### src/rtl/car_motion_ctrl.sv
// car_motion_ctrl: dual H-bridge motion controller. A command (op, duty)
// arrives on cmd_valid/cmd_ready. Duty ramps once per PWM period.
// Reversals brake to zero and coast for a dead time before the new
// direction is applied. estop drops straight to IDLE.
// Outputs: pwm_l/pwm_r, in1..in4, cur_duty, busy.
module car_motion_ctrl #(
  parameter int PRESC_DIV    = 195,
  parameter int RAMP_STEP    = 4,
  parameter int DEAD_PERIODS = 2
) (
  input  logic       clk,
  input  logic       rst_n,
  input  logic       cmd_valid,
  output logic       cmd_ready,
  input  logic [2:0] cmd_op,
  input  logic [7:0] cmd_duty,
  input  logic       estop,
  output logic       pwm_l,
  output logic       pwm_r,
  output logic       in1,
  output logic       in2,
  output logic       in3,
  output logic       in4,
  output logic [7:0] cur_duty,
  output logic       busy
);
  localparam int PW =
    (PRESC_DIV > 1) ? $clog2(PRESC_DIV) : 1;
  localparam int DW =
    (DEAD_PERIODS > 1) ? $clog2(DEAD_PERIODS) : 1;

  localparam logic [2:0] OP_STOP  = 3'd0;
  localparam logic [2:0] OP_FWD   = 3'd1;
  localparam logic [2:0] OP_BACK  = 3'd2;
  localparam logic [2:0] OP_LEFT  = 3'd3;
  localparam logic [2:0] OP_RIGHT = 3'd4;

  localparam logic [8:0] STEP9 = 9'(RAMP_STEP);
  localparam logic [7:0] STEP8 = 8'(RAMP_STEP);

  typedef enum logic [2:0] {
    S_IDLE, S_RAMP, S_RUN, S_BRAKE, S_DEAD
  } state_e;

  state_e        state_q, state_d;
  logic [PW-1:0] presc_q, presc_d;
  logic [7:0]    pwm_cnt_q, pwm_cnt_d;
  logic [7:0]    duty_q, duty_d;
  logic [7:0]    tgt_q, tgt_d;
  logic [7:0]    pend_duty_q, pend_duty_d;
  logic [2:0]    op_q, op_d;
  logic [2:0]    pend_op_q, pend_op_d;
  logic [DW-1:0] dead_q, dead_d;
  logic [3:0]    pins_q, pins_d;
  logic          pwm_l_q, pwm_l_d;
  logic          pwm_r_q, pwm_r_d;
  logic          rdy_en_q, rdy_en_d;

  logic       tick;
  logic       period_end;
  logic       accept;
  logic [2:0] op_n;
  logic [7:0] duty_step;

  // {in1,in2,in3,in4}; 10 = fwd, 01 = back
  function automatic logic [3:0] dir_pins(
    input logic [2:0] op
  );
    unique case (op)
      OP_FWD:   dir_pins = 4'b1010;
      OP_BACK:  dir_pins = 4'b0101;
      OP_LEFT:  dir_pins = 4'b0110;
      OP_RIGHT: dir_pins = 4'b1001;
      default:  dir_pins = 4'b0000;
    endcase
  endfunction

  assign tick = presc_q == PW'(PRESC_DIV - 1);
  assign period_end = tick && (pwm_cnt_q == 8'hFF);
  assign cmd_ready = rdy_en_q && !estop &&
    (state_q == S_IDLE || state_q == S_RUN);
  assign accept = cmd_valid && cmd_ready;
  assign op_n = (cmd_op > OP_RIGHT) ? OP_STOP : cmd_op;

  // One ramp step toward the target, clamped so it never overshoots.
  always_comb begin
    duty_step = duty_q;
    if (duty_q < tgt_q) begin
      if ({1'b0, tgt_q} - {1'b0, duty_q} <= STEP9)
        duty_step = tgt_q;
      else
        duty_step = duty_q + STEP8;
    end else if (duty_q > tgt_q) begin
      if ({1'b0, duty_q} - {1'b0, tgt_q} <= STEP9)
        duty_step = tgt_q;
      else
        duty_step = duty_q - STEP8;
    end
  end

  always_comb begin
    state_d     = state_q;
    presc_d     = tick ? '0 : presc_q + 1'b1;
    pwm_cnt_d   = pwm_cnt_q + {7'd0, tick};
    duty_d      = duty_q;
    tgt_d       = tgt_q;
    pend_duty_d = pend_duty_q;
    op_d        = op_q;
    pend_op_d   = pend_op_q;
    dead_d      = dead_q;
    pins_d      = pins_q;
    rdy_en_d    = 1'b1;
    pwm_l_d     = (pins_q[3:2] != 2'b00) &&
                  (pwm_cnt_q < duty_q);
    pwm_r_d     = (pins_q[1:0] != 2'b00) &&
                  (pwm_cnt_q < duty_q);
    if (estop) begin
      state_d     = S_IDLE;
      duty_d      = '0;
      tgt_d       = '0;
      pend_duty_d = '0;
      op_d        = OP_STOP;
      pend_op_d   = OP_STOP;
      dead_d      = '0;
      pins_d      = '0;
      pwm_l_d     = 1'b0;
      pwm_r_d     = 1'b0;
    end else begin
      unique case (state_q)
        S_IDLE: begin
          if (accept && op_n != OP_STOP) begin
            op_d    = op_n;
            tgt_d   = cmd_duty;
            pins_d  = dir_pins(op_n);
            state_d = S_RAMP;
          end
        end
        S_RAMP: begin
          if (duty_q == tgt_q)
            state_d = S_RUN;
          else if (period_end)
            duty_d = duty_step;
        end
        S_RUN: begin
          if (accept) begin
            if (op_n == op_q) begin
              tgt_d   = cmd_duty;
              state_d = S_RAMP;
            end else begin
              pend_op_d   = op_n;
              pend_duty_d = cmd_duty;
              tgt_d       = '0;
              state_d     = S_BRAKE;
            end
          end
        end
        S_BRAKE: begin
          if (duty_q == 8'd0) begin
            pins_d  = '0;
            dead_d  = '0;
            state_d = S_DEAD;
          end else if (period_end) begin
            duty_d = duty_step;
          end
        end
        S_DEAD: begin
          if (period_end) begin
            if (dead_q == DW'(DEAD_PERIODS - 1)) begin
              if (pend_op_q == OP_STOP) begin
                op_d    = OP_STOP;
                state_d = S_IDLE;
              end else begin
                op_d    = pend_op_q;
                tgt_d   = pend_duty_q;
                pins_d  = dir_pins(pend_op_q);
                state_d = S_RAMP;
              end
            end else begin
              dead_d = dead_q + 1'b1;
            end
          end
        end
        default: state_d = S_IDLE;
      endcase
    end
  end

  always_ff @(posedge clk or negedge rst_n) begin
    if (!rst_n) begin
      state_q     <= S_IDLE;
      presc_q     <= '0;
      pwm_cnt_q   <= '0;
      duty_q      <= '0;
      tgt_q       <= '0;
      pend_duty_q <= '0;
      op_q        <= OP_STOP;
      pend_op_q   <= OP_STOP;
      dead_q      <= '0;
      pins_q      <= '0;
      pwm_l_q     <= 1'b0;
      pwm_r_q     <= 1'b0;
      rdy_en_q    <= 1'b0;
    end else begin
      state_q     <= state_d;
      presc_q     <= presc_d;
      pwm_cnt_q   <= pwm_cnt_d;
      duty_q      <= duty_d;
      tgt_q       <= tgt_d;
      pend_duty_q <= pend_duty_d;
      op_q        <= op_d;
      pend_op_q   <= pend_op_d;
      dead_q      <= dead_d;
      pins_q      <= pins_d;
      pwm_l_q     <= pwm_l_d;
      pwm_r_q     <= pwm_r_d;
      rdy_en_q    <= rdy_en_d;
    end
  end

  assign {in1, in2, in3, in4} = pins_q;
  assign pwm_l    = pwm_l_q;
  assign pwm_r    = pwm_r_q;
  assign cur_duty = duty_q;
  assign busy = (state_q == S_RAMP) ||
                (state_q == S_BRAKE) ||
                (state_q == S_DEAD);
endmodule

### config.mk
export PLATFORM = sky130hd
export DESIGN_NAME = car_motion_ctrl
export DESIGN_NICKNAME = d
export VERILOG_FILES = /design/src/rtl/car_motion_ctrl.sv
export SDC_FILE = /design/constraint.sdc
export NUM_CORES = 1
export LEC_CHECK = 0
export CAP_MARGIN = 25
export CORE_ASPECT_RATIO = 0.9
export CORE_MARGIN = 3
export CORE_UTILIZATION = 45
export DETAILED_ROUTE_END_ITERATION = 10
export HOLD_SLACK_MARGIN = 0.15
export PLACE_DENSITY_LB_ADDON = 0.1
export SYNTH_ARGS = -nofsm -noshare
export SYNTH_HDL_FRONTEND = slang
export SYNTH_SLANG_ARGS = --single-unit
### constraint.sdc
create_clock -name clk -period 8.45 [get_ports clk]
set_input_delay 2.535 -clock clk [delete_from_list [all_inputs] [get_ports clk]]
set_output_delay 2.535 -clock clk [all_outputs]
set_load 0.01 [all_outputs]
==> results.sh, run 1 <==
export IMPL_track_usage_pct=19.10
export IMPL_synth_edf_count=0
export IMPL_final_period_utilization_pct=79.93
export IMPL_cts_resized=0
export IMPL_ys_seq_area_share_pct=34.93
export IMPL_ir_drop_v=0.0001400
export IMPL_drive_gt1_share_pct=7.475
export IMPL_ctsHoldBuffers=0
export IMPL_drcViolationCount=0
export IMPL_hold_ws_ns=0.4962
export IMPL_drtAntennaViolNets=0
export IMPL_cts_root_buf="clkbuf_8"
export IMPL_first_pass_iters=4
export IMPL_max_stage_delay_ns=0.53
export IMPL_cp_arrival_ns=4.22
export IMPL_place_congestion=0.8497
export IMPL_finish_instance_area_mm2=0.004667
export IMPL_overflow=0
export IMPL_critPathCaptureType="primary output"
export IMPL_synth_ff_type="dfrtp_1"
export IMPL_crit_top_cell="clkdlybuf4s50_1"
export IMPL_cp_depth=5
export IMPL_avgViaCountPerCell=5.632
export IMPL_leakage_nw=1.976
export IMPL_crit_family="buffers and inverters"
export IMPL_synth_nets=512
export IMPL_slew_limit_headroom_pct=28.57
export IMPL_tns_ns=0
export IMPL_regToRegStartpoint="cur_duty[3]$_DFFE_PN0P_"
export IMPL_antenna_found_initial=0
export IMPL_required_ns=5.92
export IMPL_core_mm2=0.008688
export IMPL_die_y_um=96.38
export IMPL_crit_slowest_cell="clkdlybuf4s50_1"
export IMPL_worstSetupStartpointType="input port"
export IMPL_dieArea_mm2=0.01026
export IMPL_n_fill_cell=813
export IMPL_cts_buffers=9
export IMPL_clock_sinks=57
export IMPL_nets=534
export IMPL_numPortBuffers=30
export IMPL_final_max_slew_viol_count=0
export IMPL_num_rows=32
export IMPL_cts_buffer_depth=2
export IMPL_crit_chain="clkdlybuf4s50_1 > buf_4 > nor3_1 > and2_1 > clkdlybuf4s50_1"
export IMPL_grt_max_degree=58
export IMPL_initial_core_util_pct=47.00
export IMPL_critical_path_buf_inv_count=3
export IMPL_power_density_mw_per_mm2=250.9
export IMPL_hold_class="reg2reg"
export IMPL_drv_cap=0
export IMPL_fmax_mhz=148.1
export IMPL_drtIter0Drc=263
export IMPL_post_cts_buffers=0
export IMPL_hold_violations=0
export IMPL_syn_cell_area_mm2=0.004084
export IMPL_holdCritStartpoint="pwm_cnt_q[3]$_DFF_PN0_"
export IMPL_wl_met3_um=530
export IMPL_diodes=0
export IMPL_h_tree_depth=3
export IMPL_wire_per_inst_um=15.36
export IMPL_synth_ff_latch_count=57
export IMPL_critPathMaxFanout=37
export IMPL_grt_setup_unrepaired="false"
export IMPL_m1WireLength_um=4594
export IMPL_reg2regPathDepth=9
export IMPL_top_layer="met4"
export IMPL_fin_skew_ns=0.007900
export IMPL_num_vias=3458
export IMPL_postPlaceCellArea_mm2=0.004462
export IMPL_cts_tree="built"
export IMPL_worst_pin_slew_ns=1.066
export IMPL_dp_hpwl_um=6881
export IMPL_worstSetupPathType="in2out"
export IMPL_area_delta_synth_final_pct=14.28
export IMPL_synth_distinct_cells=64
export IMPL_crit_start="estop"
export IMPL_clk_pin_slew_ns=0.07
export IMPL_hold_depth=1
export IMPL_met2_length_um=4204
export IMPL_synthArstFlopShare_pct=100.0
export IMPL_min_period_ns=6.754
export IMPL_finalSetupViolCount=0
export IMPL_grt_pass1_wl_um=15810
export IMPL_ios=31
export IMPL_die_w_um=106.4
export IMPL_synth_warnings=0
export IMPL_wl_um=9430
export IMPL_grt_pass1_vias=3220
export IMPL_synthCells=468
export IMPL_syn_area_per_cell_um2=8.726
export IMPL_clkLatencyLatePin_ns=0.33
export IMPL_place_inst=598
export IMPL_status="finished clean"
export IMPL_final_cell_count_no_fill=614
-- through the flow --
stage / setup WS, ns / utilization (%) / power, mW
after floorplan: 2.735 / - / 0.7680
after global placement: 1.695 / 51.35 / 0.8991
after detailed placement: 1.679 / 51.35 / 0.9063
after CTS: 1.681 / 53.72 / 1.173
after global routing: 1.642 / 53.72 / 1.254
final: 1.696 / 53.72 / 1.171
-- synth_stat cells (2+ instances only) --
cell type | number | area [um2]
o41ai_1 | 3 | 26.28
o311ai_0 | 3 | 26.28
a22oi_1 | 10 | 75.07
o21bai_1 | 5 | 37.54
o221ai_1 | 3 | 26.28
or2_2 | 2 | 12.51
a211oi_1 | 2 | 15.01
clkbuf_1 | 14 | 52.55
nor2b_1 | 5 | 31.28
or3_1 | 3 | 18.77
o211ai_1 | 4 | 30.03
nand4_1 | 9 | 56.30
nor3_1 | 9 | 45.04
o21ai_0 | 37 | 185.2
a311oi_1 | 2 | 17.52
and3_1 | 3 | 18.77
nor2_1 | 36 | 135.1
ha_1 | 29 | 362.9
xor2_1 | 7 | 61.31
a2111oi_4 | 2 | 55.05
mux2_2 | 3 | 33.78
nor4_1 | 3 | 18.77
nand3_1 | 16 | 80.08
xnor2_1 | 17 | 148.9
a31oi_1 | 6 | 37.54
a311o_1 | 2 | 20.02
buf_2 | 6 | 30.03
inv_1 | 26 | 97.59
and4_1 | 2 | 17.52
a21oi_1 | 27 | 135.1
o22ai_1 | 2 | 12.51
mux2i_1 | 2 | 20.02
dfrtp_1 | 57 | 1426
o2111a_1 | 2 | 22.52
and2_1 | 3 | 18.77
a21o_1 | 9 | 67.56
nand2b_1 | 29 | 181.4
nand2_1 | 39 | 146.4
o21a_1 | 4 | 30.03
-- final cells by class --
type | count | area, um2 | share of cell area, %
multi-input combinational | 364 | 2479 | 53.11
sequential | 57 | 1426 | 30.56
timing repair buffer | 32 | 310.3 | 6.649
tap | 119 | 148.9 | 3.190
clock buffer | 10 | 137.6 | 2.949
inverter | 26 | 97.59 | 2.091
clock inverter | 6 | 67.56 | 1.448
-- cell usage in the layout (no fill, tap or decap), drive strengths merged, types with 16 or more instances in the layout --
master,count
inv,26
a21oi,27
nand2,39
ha,29
nand3,16
clkdlybuf4s50,29
o21ai,39
dfrtp,57
xnor2,17
nand2b,29
nor2,36
-- path summary, 6_finish.rpt --
kind / endpoint / slack, ns
max: cmd_ready / 1.70
min: pwm_cnt_q[3]$_DFF_PN0_ / 0.50
max reg2reg: cur_duty[4]$_DFFE_PN0P_ / 5.15
min reg2reg: pwm_cnt_q[3]$_DFF_PN0_ / 0.50
max in group asynchronous: tgt_q[3]$_DFFE_PN0P_ / 5.62
min in group asynchronous: cur_duty[3]$_DFFE_PN0P_ / 2.33
-- cells by family after synthesis --
logic type      count (synthesis)  share of synthesized area [%]
other cells                     1                        0.09182
buf+inv                        47                          4.504
compound gates                140                          24.54
xor+xnor                       24                          5.147
flops                          57                          34.93
simple gates                  165                          20.59
fa+ha+maj                      29                          8.885
mux                             5                          1.317
-- worst reg2reg max path, cell delays in order (launching register included) --
cell       delay, ns
dfrtp_1         0.46
inv_1           0.17
ha_1            0.56
o211ai_1        0.24
a221o_1         0.41
a2111oi_4       0.42
a31oi_1         0.30
a221oi_1        0.38
a31o_1          0.14
a31oi_1         0.07
-- sequential cells by signal, indices dropped and copies added, names as in the netlist, 3 cells and up --
name and flops:
pwm_cnt_q 8, op_q 3, pins_q 4, cur_duty 8
pend_op_q 3, state_q 3, tgt_q 8, presc_q 8
pend_duty_q 8
-- report_power, final --
group / internal, mW / leakage, nW / total [mW] / switching, mW
clock: 0.144 / 0.0985 / 0.258 / 0.114
combinational: 0.232 / 1.11 / 0.564 / 0.333
sequential: 0.304 / 0.766 / 0.349 / 0.0442
-- layer usage --
| layer | up-vias | GRT usage [%] |
|---|---|---|
| met4 | 0 | 5.218 |
| li1 | 1724 | - |
| met3 | 8 | 4.252 |
| met5 | - | 0 |
| met2 | 97 | 29.69 |
| met1 | 1629 | 27.07 |
(Power assumes the default switching activity.)
==> run 2: changes to the inputs <==
- clock period: 8.45 -> 5.6 ns (I/O delays scaled with it)
==> run 2 against run 1 <==
Net effect: critical path depth decreased by 1; combinational power increased by 49%; sequential power rose by 51%; sequential cell count stayed put; first-iteration DRC count down 26%; wire length increased by 0.57%; register-to-register slack worse by 2.8 ns; clock skew up 0.0025 ns; die area is the same.
==> results.sh, run 2 (synthesized netlist as in run 1, its figures left out) <==
export IMPL_critPathMaxFanout=3
export IMPL_overflow=0
export IMPL_holdCritStartpoint="presc_q[4]$_DFF_PN0_"
export IMPL_cts_resized=0
export IMPL_ios=31
export IMPL_dieArea_mm2=0.01026
export IMPL_grt_pass1_vias=3307
export IMPL_cts_buffers=9
export IMPL_cts_tree="built"
export IMPL_numPortBuffers=30
export IMPL_antenna_found_initial=0
export IMPL_nets=535
export IMPL_avgViaCountPerCell=5.593
export IMPL_drcViolationCount=0
export IMPL_r2r_slack_ns=2.37
export IMPL_tns_ns=0
export IMPL_cts_root_buf="clkbuf_8"
export IMPL_place_congestion=0.8389
export IMPL_clkLatencyLatePin_ns=0.34
export IMPL_mostFrequentLayoutCells="57 x dfrtp_1, 39 x nand2_1, 37 x o21ai_0"
export IMPL_track_usage_pct=19.93
export IMPL_netSwitchingFraction_pct=41.08
export IMPL_num_rows=32
export IMPL_post_cts_buffers=0
export IMPL_min_period_ns=4.854
export IMPL_regToRegStartpoint="cur_duty[2]$_DFFE_PN0P_"
export IMPL_critPathCaptureType="primary output"
export IMPL_drive_gt1_share_pct=7.661
export IMPL_wl_um=9484
export IMPL_drtAntennaViolNets=0
export IMPL_crit_family="buffers and inverters"
export IMPL_hold_depth=1
export IMPL_worst_pin_slew_ns=0.6972
export IMPL_worstReg2RegEnd="cur_duty[4]$_DFFE_PN0P_"
export IMPL_final_period_utilization_pct=86.68
export IMPL_postPlaceCellArea_mm2=0.004469
export IMPL_p_clk_share_pct=24.7
export IMPL_crit_chain="clkdlybuf4s50_1 > nor3_1 > and2_1 > clkdlybuf4s50_1"
export IMPL_mostFrequentLayoutCell="dfrtp_1"
export IMPL_max_stage_delay_ns=0.54
export IMPL_worstSetupStartpointType="input port"
export IMPL_critical_path_buf_inv_count=2
export IMPL_drv_cap=0
export IMPL_crit_slowest_cell="clkdlybuf4s50_1"
export IMPL_num_vias=3440
export IMPL_power_density_mw_per_mm2=387.3
export IMPL_ir_drop_v=0.0002181
export IMPL_first_pass_iters=4
export IMPL_fin_skew_ns=0.01044
export IMPL_grt_pass1_wl_um=16350
export IMPL_clk_pin_slew_ns=0.07
export IMPL_p_int_mw=1.072
export IMPL_h_tree_depth=3
export IMPL_die_w_um=106.4
export IMPL_slew_limit_headroom_pct=52.91
export IMPL_combPwrFrac_pct=46.3
export IMPL_cts_buffer_depth=2
export IMPL_leakage_nw=1.988
export IMPL_area_delta_synth_final_pct=15.04
export IMPL_crit_top_cell="clkdlybuf4s50_1"
export IMPL_fmax_mhz=206.0
export IMPL_core_mm2=0.008688
export IMPL_dp_hpwl_um=6825
export IMPL_hold_end="presc_q[4]$_DFF_PN0_"
export IMPL_required_ns=3.92
export IMPL_cp_arrival_ns=3.17
export IMPL_worstSetupPathType="in2out"
export IMPL_grt_max_degree=58
export IMPL_initial_core_util_pct=47.00
export IMPL_finish_instance_area_mm2=0.004698
export IMPL_p_switching_mw=0.7475
export IMPL_ctsHoldBuffers=0
export IMPL_hold_violations=0
export IMPL_reg2regPathDepth=10
export IMPL_wire_per_inst_um=15.42
export IMPL_hold_class="reg2reg"
export IMPL_die_y_um=96.38
export IMPL_clock_sinks=57
export IMPL_pwr_share_seq_pct=28.9
export IMPL_status="finished clean"
export IMPL_drtIter0Drc=194
export IMPL_final_max_slew_viol_count=0
export IMPL_grt_setup_unrepaired="false"
export IMPL_diodes=0
export IMPL_finalSetupViolCount=0
export IMPL_cp_depth=4
-- run 2: cell count changes in the layout (fill, tap and decap cells not counted) --
cell / previous run / this run
clkinv_2: 1 / 0
clkinv_4: 2 / 1
bufinv_16: 1 / 2
buf_4: 2 / 3
clkinvlp_4: 2 / 3
-- run 2: layout make-up --
cell class | count | area, um2
clock buffers | 10 | 137.6
inverters | 26 | 97.59
repair buffers | 33 | 317.8
fillers | 842 | 3990
flip-flops and latches | 57 | 1426
well taps | 119 | 148.9
multi-input cells | 364 | 2479
clock inverters | 6 | 91.34
-- run 2: how the worst max path moves through the flow --
stage,start,to,slack (ns)
after floorplan,estop,cmd_ready,1.59
after global placement,estop,cmd_ready,0.73
after detailed placement,estop,cmd_ready,0.74
after CTS,estop,cmd_ready,0.73
after global routing,estop,cmd_ready,0.71
final,estop,cmd_ready,0.75
-- run 2: worst register-to-register path, delay by kind of cell (launching register included) --
family | cells | cell delay (ns)
AO/OA/AOI/OAI | 7 | 1.89
adder cells (fa/ha/maj) | 1 | 0.46
buffers and inverters | 1 | 0.19
flip-flops | 1 | 0.47
AND/OR/NAND/NOR | 1 | 0.13
-- run 2: per-layer routing --
layer / GRT usage [%] / share of wire (%) / vias up
met5: 0 / 0 / -
met3: 4.784 / 5.2 / 6
met1: 28.89 / 51 / 1630
met4: 5.538 / 0.74 / 0
met2: 29.85 / 43 / 76
li1: - / - / 1728
-- run 2: metrics by stage --
step	setup slack [ns]	hold WS (ns)	util [%]	power, mW	cells
finish	0.7460	0.5030	54.08	1.819	615
global route	0.7131	0.5350	54.08	1.962	615
CTS	0.7345	0.5034	54.08	1.818	615
detailed placement	0.7390	0.4905	51.44	1.368	599
global placement	0.7252	0.4847	51.44	1.355	599
floorplan	1.595	0.4619	-	1.159	468
-- run 2: power groups by stage --
stage                     Clock, mW  Sequential (mW)  Combinational [mW]
after global placement            0            0.533               0.822
after detailed placement          0            0.534               0.834
final                         0.450            0.527               0.843
after floorplan                   0            0.505               0.654
after CTS                     0.455            0.526               0.837
after global routing          0.477            0.537               0.948
